<file path="config.mk">
export PLATFORM = sky130hd
export DESIGN_NAME = tag_issue_ctrl
export DESIGN_NICKNAME = d
export VERILOG_FILES = /design/src/rtl/tag_issue_ctrl.sv
export SDC_FILE = /design/constraint.sdc
export NUM_CORES = 1
export LEC_CHECK = 0
export ABC_AREA = 1
export CAP_MARGIN = 5
export CELL_PAD_IN_SITES_DETAIL_PLACEMENT = 0
export CELL_PAD_IN_SITES_GLOBAL_PLACEMENT = 1
export CORE_UTILIZATION = 30
export DETAILED_ROUTE_END_ITERATION = 7
export GPL_ROUTABILITY_DRIVEN = 0
export PLACE_DENSITY_LB_ADDON = 0.1
export SLEW_MARGIN = 10
export SYNTH_ARGS = -nofsm -noshare
export SYNTH_HDL_FRONTEND = slang
export SYNTH_SLANG_ARGS = --single-unit
</file>
<file path="constraint.sdc">
create_clock -name clk -period 1.79 [get_ports clk]
set_input_delay 0.537 -clock clk [delete_from_list [all_inputs] [get_ports clk]]
set_output_delay 0.537 -clock clk [all_outputs]
set_load 0.005 [all_outputs]
</file>
<file path="src/rtl/tag_issue_ctrl.sv">
// tag_issue_ctrl: issues a job's nonzero row tags to the column allocator with busy-retry and NUM_COL credit limiting.
module tag_issue_ctrl #(
  parameter int NUM_COL = 8,
  parameter int TAG_W   = $clog2(NUM_COL) + 1
) (
  input  logic             clk,
  input  logic             rstn,
  input  logic             start,
  input  logic             abort,
  input  logic [7:0]       cfg_kernel_size,
  input  logic [15:0]      cfg_num_tags,
  input  logic             flush_busy,
  input  logic             tag_retire,
  output logic             flush,
  output logic [TAG_W-1:0] tag_in,
  output logic [7:0]       kernel_size,
  output logic             busy,
  output logic             done,
  output logic             cfg_err,
  output logic [TAG_W-1:0] outstanding,
  output logic [15:0]      retry_cnt
);
  typedef enum logic [1:0] {IDLE, ISSUE, WAIT, DRAIN} state_t;
  localparam logic [TAG_W-1:0] MAX_OUT = TAG_W'(NUM_COL);
  localparam logic [7:0]       MAX_KS  = 8'(NUM_COL);
  state_t           state_q, state_d;
  logic [TAG_W-1:0] tag_q, tag_d, out_q, out_d;
  logic [15:0]      rem_q, rem_d, retry_q, retry_d;
  logic [7:0]       ks_q, ks_d;
  logic             err_q, err_d;
  logic             cfg_ok, accept;
  assign flush       = state_q == ISSUE && out_q < MAX_OUT;
  assign tag_in      = flush ? tag_q : '0;
  assign kernel_size = ks_q;
  assign busy        = state_q != IDLE;
  assign done        = state_q == DRAIN && out_q == '0;
  assign cfg_err     = err_q;
  assign outstanding = out_q;
  assign retry_cnt   = retry_q;
  always_comb begin
    state_d = state_q;
    tag_d   = tag_q;
    rem_d   = rem_q;
    retry_d = retry_q;
    ks_d    = ks_q;
    err_d   = 1'b0;
    cfg_ok  = cfg_kernel_size != 8'd0 && cfg_kernel_size <= MAX_KS && cfg_num_tags != 16'd0;
    accept  = state_q == WAIT && !flush_busy;
    // an accept absorbs a same-cycle retire; a lone retire never underflows
    out_d   = accept ? (tag_retire ? out_q : out_q + 1'b1)
                     : (tag_retire && out_q != '0) ? out_q - 1'b1 : out_q;
    case (state_q)
      IDLE: if (start) begin
        if (cfg_ok) begin
          ks_d    = cfg_kernel_size;
          rem_d   = cfg_num_tags;
          retry_d = '0;
          tag_d   = TAG_W'(1);
          state_d = ISSUE;
        end else err_d = 1'b1;
      end
      ISSUE: if (flush) state_d = WAIT;
      WAIT: if (flush_busy) begin
        retry_d = retry_q + {15'd0, ~&retry_q};
        state_d = ISSUE;
      end else begin
        tag_d   = &tag_q ? TAG_W'(1) : tag_q + 1'b1;
        rem_d   = rem_q - 16'd1;
        state_d = rem_q == 16'd1 ? DRAIN : ISSUE;
      end
      DRAIN: if (out_q == '0) state_d = IDLE;
      default: state_d = IDLE;
    endcase
    if (abort) begin
      state_d = IDLE;
      out_d   = '0;
      rem_d   = '0;
      tag_d   = tag_q;
      retry_d = retry_q;
      ks_d    = ks_q;
      err_d   = 1'b0;
    end
  end
  always_ff @(posedge clk or negedge rstn) begin
    if (!rstn) begin
      state_q <= IDLE;
      tag_q   <= TAG_W'(1);
      out_q   <= '0;
      rem_q   <= '0;
      retry_q <= '0;
      ks_q    <= '0;
      err_q   <= 1'b0;
    end else begin
      state_q <= state_d;
      tag_q   <= tag_d;
      out_q   <= out_d;
      rem_q   <= rem_d;
      retry_q <= retry_d;
      ks_q    <= ks_d;
      err_q   <= err_d;
    end
  end
endmodule

</file>
# [After elaboration in Yosys (flattened, before gate mapping)]
# Cells that the tools add are included.
[word_totals] elab_cells=85 latch_bits=0 n_memories=0 rom_bits=0 output_inout_bits=36 reg_bits=51 mem_bits_rw=0
[classes] bitwise=1 muxes=31 n_eq_ne=14 n_reduce_logical=25 multipliers=0 n_shift=0 div=0 n_lt_le_gt_ge=2 addsub=5
[op_table] operator="2-to-1 mux 16 bit" count=7
[op_table] operator="case mux 16 bit (2 select lines)" count=2
[op_table] operator="2-to-1 mux 4 bit" count=9
[op_table] operator="adder 16 x 1 -> 16 bit" count=1
[op_table] operator="== test 16 x 1 -> 1 bit, second input constant" count=1
[op_table] operator="AND reduction 16 bit" count=1
[op_table] operator="AND reduction 4 bit" count=4
[op_table] operator="nonzero test 16 bit" count=1
[op_table] operator="subtractor 16 x 1 -> 16 bit, second input constant" count=1
[op_table] operator="inequality test 3 bit, second input constant" count=5
[op_table] operator="2-to-1 mux 2 bit" count=7
[op_table] operator="AND reduction 5 bit" count=2
[op_table] operator="adder 4 x 1 -> 4 bit, second input constant" count=2
[op_table] operator="<= comparator 8 x 4 -> 1 bit, second input constant" count=1
[op_table] operator="inequality test 2 bit, second input constant" count=4
[op_table] operator="case mux 2 bit (4 select lines)" count=1
[op_table] operator="case mux 4 bit (2 select lines)" count=1
[op_table] operator="nonzero test 8 bit" count=1
[op_table] operator="logical AND 1 bit" count=6
[op_table] operator="nonzero test 3 bit" count=2
[op_table] operator="== test 2 bit, second input constant" count=2
[op_table] operator="logical NOT 4 bit" count=1
[op_table] operator="< comparator 4 bit, second input constant" count=1
[op_table] operator="2-to-1 mux 1 bit" count=4
[op_table] operator="other kinds (9)" count=11

# [Depth between registers and ports, before layout]
# Gate-level depths: netlist of run 1.
[depth] word_depth=7 ltp_mapped=12 depth_no_buf=11

# [Least setup slack after synthesis of run 1]
# Ideal clock, no wire load.
[synth_timing] kind="register to register" startpoint="reg retry_q[6] (netlist: retry_cnt[6])" endpoint="reg retry_q[10] (netlist: retry_cnt[10])" path_slack_ps=18 path_stages_with_launch=12 synth_period_minus_slack_ps=1772 n_path_buf=0 arrival_time_ps=1654 cell_sequence="dfrtp_1 inv_1 nor4_1 nand3_1 ha_1 nand2_1 nor2_1 nand3_1 xor2_1 nor2_1 nand2_1 o21ai_2"
[synth_between] elab_chain_len=5
[synth_rtl] item="start, declared" line_no="28" text="logic [15:0] rem_q, rem_d, retry_q, retry_d;"
[synth_rtl] item="start signal, assigned" line_no="98" text="retry_q <= retry_d;"
[synth_rtl] item="AND reduction 16 bit" line_no="64" text="retry_d = retry_q + {15'd0, ~&retry_q};"
[synth_rtl] item="logical NOT 1 bit" line_no="64"
[synth_rtl] item="adder 16 x 1 -> 16 bit *" line_no="64"
[synth_rtl] item="2-to-1 mux 16 bit *" line_no="63" text="WAIT: if (flush_busy) begin"
[synth_rtl] item="case mux 16 bit (2 select lines) *" line_no="52" text="case (state_q)"
# Every way passes the cells marked *; elsewhere a longest branch is shown, timed or not. The select of a mux whose other input is x is not followed.
# A chain may end at the register's enable or synchronous reset.

# [Final worst setup path of run 1]
[layout_timing] startpoint="reg state_q[1]" endpoint="out tag_in[1]"
[layout_between] elab_chain_len=3
[layout_rtl] item="start, declared" line_no="26" text="state_t state_q, state_d;"
[layout_rtl] item="start signal, assigned" line_no="94" text="state_q <= state_d;"
[layout_rtl] item="== test 2 x 1 -> 1 bit" line_no="32" text="assign flush = state_q == ISSUE && out_q < MAX_OUT;"
[layout_rtl] item="logical AND 1 bit" line_no="32"
[layout_rtl] item="2-to-1 mux 4 bit" line_no="33" text="assign tag_in = flush ? tag_q : '0;"
[layout_rtl] item="end, declared" line_no="15" text="output logic [TAG_W-1:0] tag_in,"
# Every way passes these cells.

==> flow_metrics.tcl, run 1 <==
set metrics [dict create \
    worst_r2r_endpoint "retry_cnt[5]$_DFFE_PN0P_" \
    drt-total-wl_um 11700 \
    end_kind "output pin" \
    synth-edff-count 0 \
    dpl.cell_count 773 \
    yosysTopAreaCellShare 0.3593 \
    crit_arrival_ns 1.31 \
    worstPathRequired_ns 1.25 \
    grt_remaining_overflow 0 \
    worst_hold_path_type "in2async" \
    met3_wire_len_um 483 \
    met2_length_um 5818 \
    die_h_um 109.7 \
    synth-main-ff-cell "sky130_fd_sc_hd__dfrtp_1" \
    critical_path_class "reg2out" \
    postSynth.asyncResetShare 1.000 \
    synth_warnings 0 \
    initial_antenna_violation_count 0 \
    utilization 0.5086 \
    numPortBuffers 65 \
    status "complete, but fails checks" \
    power.density_cell_area_nw_per_um2 732.2 \
    post_synth.cell_area_avg_um2 6.855 \
    first_global_vias 3709 \
    maxCapViolCount 0 \
    clock_latency_ns 0.30 \
    met1Wirelength_um 5236 \
    violated_checks "setup timing" \
    crit-reg2reg-launch "retry_cnt[6]$_DFFE_PN0P_" \
    synth_top_cells_by_area "sky130_fd_sc_hd__dfrtp_1 36%, sky130_fd_sc_hd__nand2_1 19%, sky130_fd_sc_hd__nor2_1 7.9%, sky130_fd_sc_hd__inv_1 5.0%, sky130_fd_sc_hd__nand3_1 4.7%" \
    hpwlAfterDp_um 7453 \
    post_drt_via_cell_ratio 4.808 \
    multi_input_comb_area_um2 2323 \
    synth_cells 508 \
    finalSetupViolCount 4 \
    critical_path.startpoint "state_q[1]$_DFFE_PN0P_" \
    post_synth_design_cell_area_um2 3482 \
    floorplan.io_pins 66 \
    report.power.total_uw 4125 \
    drt-pass1-iter-count 4 \
    cts.root.buffer_cell "sky130_fd_sc_hd__clkbuf_16" \
    drc_errors 0 \
    max-vdd-ir-drop_uv 448.8 \
    cts_hold_repair.buffers 0 \
    antenna-diode-count 0 \
    cts_tree "yes" \
    layout-area-overhead-vs-synth_pct 61.80 \
    gr-usage-all-layers 0.1924 \
    numCtsBuffers 5 \
    max_slew.worst_pin.slew_ns 0.5184 \
    final_nets 701 \
    cellLeakagePower_uw 0.002934 \
    grt_pass1_wl_um 17860 \
    worstRegToRegCells 9 \
    cp_max_fo 4 \
    drtIter0Drc 200 \
    die_area_um2 12040 \
    drive_above_1_share 0.2922 \
    filler_cell_count_in_the_final_layout 1100 \
    clock_tree.buffer_depth 2 \
    rsz_0062_raised_after_global_routing "true" \
    floorplan.die.width_um 109.7 \
    r2r_slack_ns 0.02 \
    synth.yosys.seq_area_share 0.3669 \
    htree_num_levels 2 \
    period_minus_slack_ns 1.844 \
    ant_nets 0 \
    report.final.slew_viol_count 0 \
    worst_clock_skew_ns 0.004444 \
    cp-start-kind "flop" \
    slew_headroom 0.6517 \
    max_clock_freq_mhz 542.2 \
    seq_area_um2 1277 \
    final.setup.worst_slack_ns -0.05442 \
    fp-row-count 38 \
    avgRoutedWirePerCell_um 14.55 \
    yosys.cell_types.count 39 \
    layoutNonFillerInstCount 804 \
    vias 3866 \
    coreArea_um2 11080 \
    grt_start_max_net_pins 52 \
    reg_clk_slew_reported_paths_ns 0.07 \
    synthesis.nets 546 \
    clock_sink_count 51 \
    fin_hold_viols 0 \
    ff_latch_count_synth 51 \
    fin_crit_sh 1.030 \
    initial_core_util 0.3143 \
    highest-signal-layer "met4" \
    synth_top_area_cell "sky130_fd_sc_hd__dfrtp_1" \
]
==> per-layer routing <==
metal / vias to the layer above / global-route usage
met4: 0 / 0.04857
met1: 1834 / 0.2507
met3: 17 / 0.03023
met5: - / 0
met2: 84 / 0.3311
li1: 1931 / -
==> cell usage after synthesis (all sizes together) (4+ instances only) <==
cell and instances:
a211oi 4, a21oi 14, buf 11, dfrtp 50
ha 7, inv 48, nand2 183, nand3 34
nand4 9, nor2 77, nor3 10, o21ai 17
o22ai 4, xor2 14
==> worst max path at each step <==
stage                                            end  slack, ns
after global routing                       tag_in[1]      -0.16
final                                      tag_in[1]      -0.05
after CTS                                  tag_in[0]      -0.07
after global placement    kernel_size[1]$_DFFE_PN0P_      -0.52
after detailed placement       rem_q[14]$_DFFE_PN0P_      -0.55
after floorplan            retry_cnt[10]$_DFFE_PN0P_       0.02
==> power breakdown <==
| part | switching, uW | internal, uW | leakage (uW) | total (uW) |
|---|---|---|---|---|
| Clock | 469 | 802 | 0.0000900 | 1270 |
| Sequential | 124 | 1300 | 0.000671 | 1420 |
| Combinational | 731 | 701 | 0.00217 | 1430 |
==> per-stage QoR <==
stage / hold slack [ns] / area [um^2] / setup TNS (ns) / setup WS, ns
2_1_floorplan: 0.2414 / 3482 / 0 / 0.01807
3_3_place_gp: 0.4519 / 4813 / -21.01 / -0.5227
3_5_place_dp: 0.4523 / 4813 / -22.14 / -0.5476
4_1_cts: 0.2336 / 5285 / -0.2745 / -0.07140
5_1_grt: 0.2425 / 5634 / -0.9861 / -0.1552
6_report: 0.2134 / 5634 / -0.1718 / -0.05442
==> cell families (layout without fill, tap and decap cells) <==
logic type                 count (synthesis)  in the layout  share of synthesized area
xor gates and xnor gates                  17             17                    0.04276
DFF                                       51             51                     0.3669
and+or+nand+nor                          324            326                     0.3981
adders and majority gates                  8              8                    0.03090
AOI/OAI and AO/OA                         46             46                    0.08229
buffers and inverters                     62            216                    0.07905
==> timing repair <==
| action | CTS | global route |
|---|---|---|
| cloned | 2 | 4 |
| resized for setup | 104 | 76 |
| endpoints found under the hold margin | 0 | 0 |
| pin swaps | 38 | 40 |
| endpoints found under the setup margin | 71 | 58 |
| buffers inserted | 16 | 6 |
==> registers in the layout, indices dropped and copies added (netlist names) <==
name	flops
cfg_err	1
tag_q	4
outstanding	4
state_q	2
rem_q	16
retry_cnt	16
kernel_size	8
==> cell type report <==
cell class | count | share of cell area
sequential | 51 | 0.2267
inverter | 48 | 0.03287
clock inverter | 3 | 0.01199
multi-input combinational | 397 | 0.4124
tap | 140 | 0.03109
clock buffer | 5 | 0.02221
timing repair buffer | 160 | 0.2627
==> layout by cell type, fill, tap and decap left out, types with 5 or more instances in the layout <==
cell / instances
sky130_fd_sc_hd__nand2_1: 165
sky130_fd_sc_hd__buf_4: 78
sky130_fd_sc_hd__nor2_1: 62
sky130_fd_sc_hd__dfrtp_1: 50
sky130_fd_sc_hd__inv_1: 39
sky130_fd_sc_hd__dlygate4sd2_1: 23
sky130_fd_sc_hd__nand3_1: 22
sky130_fd_sc_hd__dlymetal6s2s_1: 18
sky130_fd_sc_hd__a21oi_1: 12
sky130_fd_sc_hd__xor2_1: 12
sky130_fd_sc_hd__clkdlybuf4s50_1: 12
sky130_fd_sc_hd__nand2_2: 11
sky130_fd_sc_hd__o21ai_0: 10
sky130_fd_sc_hd__buf_6: 10
sky130_fd_sc_hd__nand4_1: 9
sky130_fd_sc_hd__nor2_2: 8
sky130_fd_sc_hd__clkbuf_16: 8
sky130_fd_sc_hd__inv_2: 7
sky130_fd_sc_hd__nor2_4: 7
sky130_fd_sc_hd__nand2_4: 7
sky130_fd_sc_hd__nor3_1: 7
sky130_fd_sc_hd__nand3_2: 6
sky130_fd_sc_hd__nand3_4: 6
sky130_fd_sc_hd__buf_2: 5
==> critical path, stage by stage (launching register included) <==
cell                      delay (ns)
sky130_fd_sc_hd__dfrtp_1        0.41
sky130_fd_sc_hd__inv_2          0.07
sky130_fd_sc_hd__nand2_2        0.06
sky130_fd_sc_hd__nor2_2         0.11
sky130_fd_sc_hd__buf_4          0.13
sky130_fd_sc_hd__inv_4          0.03
sky130_fd_sc_hd__nor2_1         0.08
sky130_fd_sc_hd__buf_2          0.12
(Power assumes the default switching activity.)
==> run 2: changes to the inputs <==
ABC_AREA = 0   (was 1)
CAP_MARGIN = unset   (was 5)
SKIP_LAST_GASP = 1   (was unset)
==> run 2 against run 1 <==
Utilization increased by 12 points; register-to-register slack got worse by 0.40 ns; sequential share of layout area decreased by 1.1 points; count of clock-buffer cells in the layout increased by 1; synthesized cell count decreased by 35%; largest cell class unchanged; cell area increased by 5.1%; largest power group is now sequential cells; critical path type is now reg2reg; hold slack got worse by 0.013 ns; combinational power decreased by 19%; the flow still finishes with violations (setup timing); via count decreased by 8.8%; critical path depth increased by 3; power decreased by 17%.
==> flow_metrics.tcl, run 2 <==
set metrics [dict create \
    synth-main-ff-cell "sky130_fd_sc_hd__dfrtp_1" \
    layout-area-overhead-vs-synth_pct 98.91 \
    violated_checks "setup timing" \
    max_clock_freq_mhz 460.7 \
    cp_max_fo 5 \
    drt-total-wl_um 11080 \
    yosys.area_share.xor_xnor 0.008824 \
    clock_sink_count 51 \
    ff_latch_count_synth 51 \
    synth_cells 329 \
    htree_num_levels 2 \
    finalSetupViolCount 55 \
    postLayoutCellArea_um2 5923 \
    synth_most_common_cell "sky130_fd_sc_hd__dfrtp_1" \
    worst_path_cell_trace "and4_1 > and2_4 > nand3_2 > or2_4 > ha_4 > nor3b_4 > and2_4 > o211ai_1 > or3_1 > a21oi_2" \
    max_slew.worst_pin.slew_ns 0.5016 \
    synth_warnings 0 \
    drtIter0Drc 110 \
    end_kind "flop" \
    fin_hold_viols 0 \
    fp-row-count 35 \
    synth_simple_gate_area_frac 0.2782 \
    utilization 0.6291 \
    fin_crit_sh 1.213 \
    floorplan.io_pins 66 \
    worstRegToRegCells 10 \
    r2r_slack_ns -0.38 \
    worst_r2r_endpoint "retry_cnt[10]$_DFFE_PN0P_" \
    cts_tree "yes" \
    drc_errors 0 \
    grt_remaining_overflow 0 \
    synth_compound_gate_area_share 0.2084 \
    crit-reg2reg-launch "retry_cnt[10]$_DFFE_PN0P_" \
    coreArea_um2 9415 \
    synth_fa_ha_area_frac 0.03613 \
    power.density_cell_area_nw_per_um2 579.5 \
    post_drt_via_cell_ratio 5.125 \
    maxCapViolCount 0 \
    grt_pass1_wl_um 17280 \
    hpwlAfterDp_um 6867 \
    most_common_library_cell_in_the_layout_ignoring_fill_and_taps "sky130_fd_sc_hd__buf_4" \
    ant_nets 0 \
    gr-usage-all-layers 0.2145 \
    final.setup.worst_slack_ns -0.3806 \
    numPortBuffers 65 \
    worstPathRequired_ns 2.04 \
    initial_antenna_violation_count 0 \
    first_global_vias 3636 \
    status "complete, but fails checks" \
    yosys.cell_types.count 52 \
    filler_cell_count_in_the_final_layout 817 \
    post_synth_design_cell_area_um2 2978 \
    cts.root.buffer_cell "sky130_fd_sc_hd__clkbuf_8" \
    post-place-ws_ns -1.009 \
    slowest_delay_ns 0.39 \
    synthesis.nets 367 \
    worst_clock_skew_ns 0.009262 \
    reg_clk_slew_reported_paths_ns 0.10 \
    clock_tree.buffer_depth 2 \
    cellLeakagePower_uw 0.002707 \
    most-common-layout-cells "126 x sky130_fd_sc_hd__buf_4, 49 x sky130_fd_sc_hd__dfrtp_1, 45 x sky130_fd_sc_hd__buf_6" \
    fraction_of_synthesized_area_in_multiplexers 0.01008 \
    rsz_0062_raised_after_global_routing "true" \
    slew_headroom 0.6625 \
    period_minus_slack_ns 2.171 \
    synth_top_area_cell "sky130_fd_sc_hd__dfrtp_1" \
    largest_family_of_logic_cells_by_synthesized_area "simple AND/OR/NAND/NOR gates" \
    postSynth.asyncResetShare 1.000 \
    synth_commonest_cells "50 x sky130_fd_sc_hd__dfrtp_1, 38 x sky130_fd_sc_hd__nand2_1, 28 x sky130_fd_sc_hd__o21ai_0" \
    timing.critical_path.slowest_stage_cell "sky130_fd_sc_hd__dfrtp_1" \
    antenna-diode-count 0 \
    drt-pass1-iter-count 4 \
    yosysTopAreaCellShare 0.4202 \
    die_area_um2 10330 \
    synth-edff-count 0 \
    max-vdd-ir-drop_uv 402.6 \
    synth.yosys.seq_area_share 0.4290 \
    vias 3526 \
    worst_hold_path_type "in2async" \
    cp_common_cell "sky130_fd_sc_hd__and2_4" \
    crit_arrival_ns 2.42 \
    clock_latency_ns 0.31 \
    synth_top_cells_by_area "sky130_fd_sc_hd__dfrtp_1 42%, sky130_fd_sc_hd__nand2_1 4.8%, sky130_fd_sc_hd__o21ai_0 4.7%, sky130_fd_sc_hd__a21oi_1 4.0%, sky130_fd_sc_hd__ha_1 2.9%" \
    floorplan.die.width_um 101.6 \
    grt_start_max_net_pins 52 \
    die_h_um 101.6 \
    critical_path_class "reg2reg" \
    numCtsBuffers 5 \
    initial_core_util 0.3163 \
    final_nets 596 \
    drive_above_1_share 0.5492 \
    avgRoutedWirePerCell_um 16.11 \
    post_synth.cell_area_avg_um2 9.051 \
    post_dp_cell_area_um2 4679 \
    cp-start-kind "flop" \
    report.final.slew_viol_count 0 \
]
[run 2: cell count changes in the layout (fill, tap and decap cells not counted), moves of 10 or more]
cell,before,now
sky130_fd_sc_hd__nand2_1,165,31
sky130_fd_sc_hd__nor2_1,62,6
sky130_fd_sc_hd__buf_4,78,126
sky130_fd_sc_hd__buf_6,10,45
sky130_fd_sc_hd__inv_1,39,6
sky130_fd_sc_hd__dlymetal6s2s_1,18,2
sky130_fd_sc_hd__nand3_1,22,10
sky130_fd_sc_hd__xor2_1,12,0
sky130_fd_sc_hd__o21ai_1,3,14
sky130_fd_sc_hd__and2_4,0,10
[run 2: per-layer routing]
metal  vias up  GRT usage  share of wire
met4         0    0.05017         0.0088
met5         -          0              0
met3         9    0.03037          0.033
li1       1709          -              -
met1      1736     0.2762           0.45
met2        72     0.3784           0.51
[run 2: report_power, final]
part	internal (uW)	total, uW	switching (uW)
logic	672	1160	487
registers	1230	1300	73.9
clock network	559	971	411
total	2460	3430	972
[run 2: repair_timing]
item	4_1_cts	5_1_grt
buffers inserted	38	15
gates resized for setup	170	134
endpoints found under the setup margin	78	61
pin swaps	40	45
cloned	4	2
hold buffers	0	0
[run 2: logic make-up after synthesis]
group / Yosys count
and+or+nand+nor: 147
buffers and inverters: 21
DFF: 51
AOI/OAI and AO/OA: 96
muxes: 3
adders and majority gates: 8
xor gates and xnor gates: 3
[run 2: worst max path at each step]
stage,from,end,slack (ns)
2_1_floorplan,cfg_kernel_size[5],retry_cnt[13]$_DFFE_PN0P_,-0.48
3_3_place_gp,cfg_kernel_size[5],retry_cnt[1]$_DFFE_PN0P_,-0.98
3_5_place_dp,cfg_kernel_size[5],retry_cnt[13]$_DFFE_PN0P_,-1.01
4_1_cts,retry_cnt[7]$_DFFE_PN0P_,retry_cnt[14]$_DFFE_PN0P_,-0.41
5_1_grt,retry_cnt[9]$_DFFE_PN0P_,retry_cnt[8]$_DFFE_PN0P_,-0.51
6_report,retry_cnt[10]$_DFFE_PN0P_,retry_cnt[10]$_DFFE_PN0P_,-0.38
[run 2: stage by stage]
step	setup TNS, ns	std cells	total power [uW]	hold WS (ns)
after floorplan	-14.74	329	1627	0.2414
after global placement	-43.81	628	2054	0.4579
after detailed placement	-44.34	628	2064	0.4691
after CTS	-10.24	676	3268	0.2197
after global routing	-13.25	688	3610	0.2253
final	-9.895	688	3432	0.2006
[run 2: final cells by class]
type	count	area [um^2]	share of cell area
clock buffer	6	72.57	0.01225
clock inverter	2	60.06	0.01014
inverter	8	37.54	0.006337
multi-input combinational	259	2272	0.3836
sequential	51	1279	0.2159
tap	129	161.4	0.02725
timing repair buffer	233	2041	0.3445
[run 2: worst max-delay path, delay by kind of cell (launching register included)]
family | cells | cell delay [ns]
flops | 1 | 0.39
compound gates | 2 | 0.24
fa+ha+maj | 1 | 0.12
simple gates | 7 | 1.36
==> run 3: changes to the inputs <==
CAP_MARGIN = 40   (was unset)
==> results of run 3 <==
Final layout, timing and power as in run 2 (identical DEF).
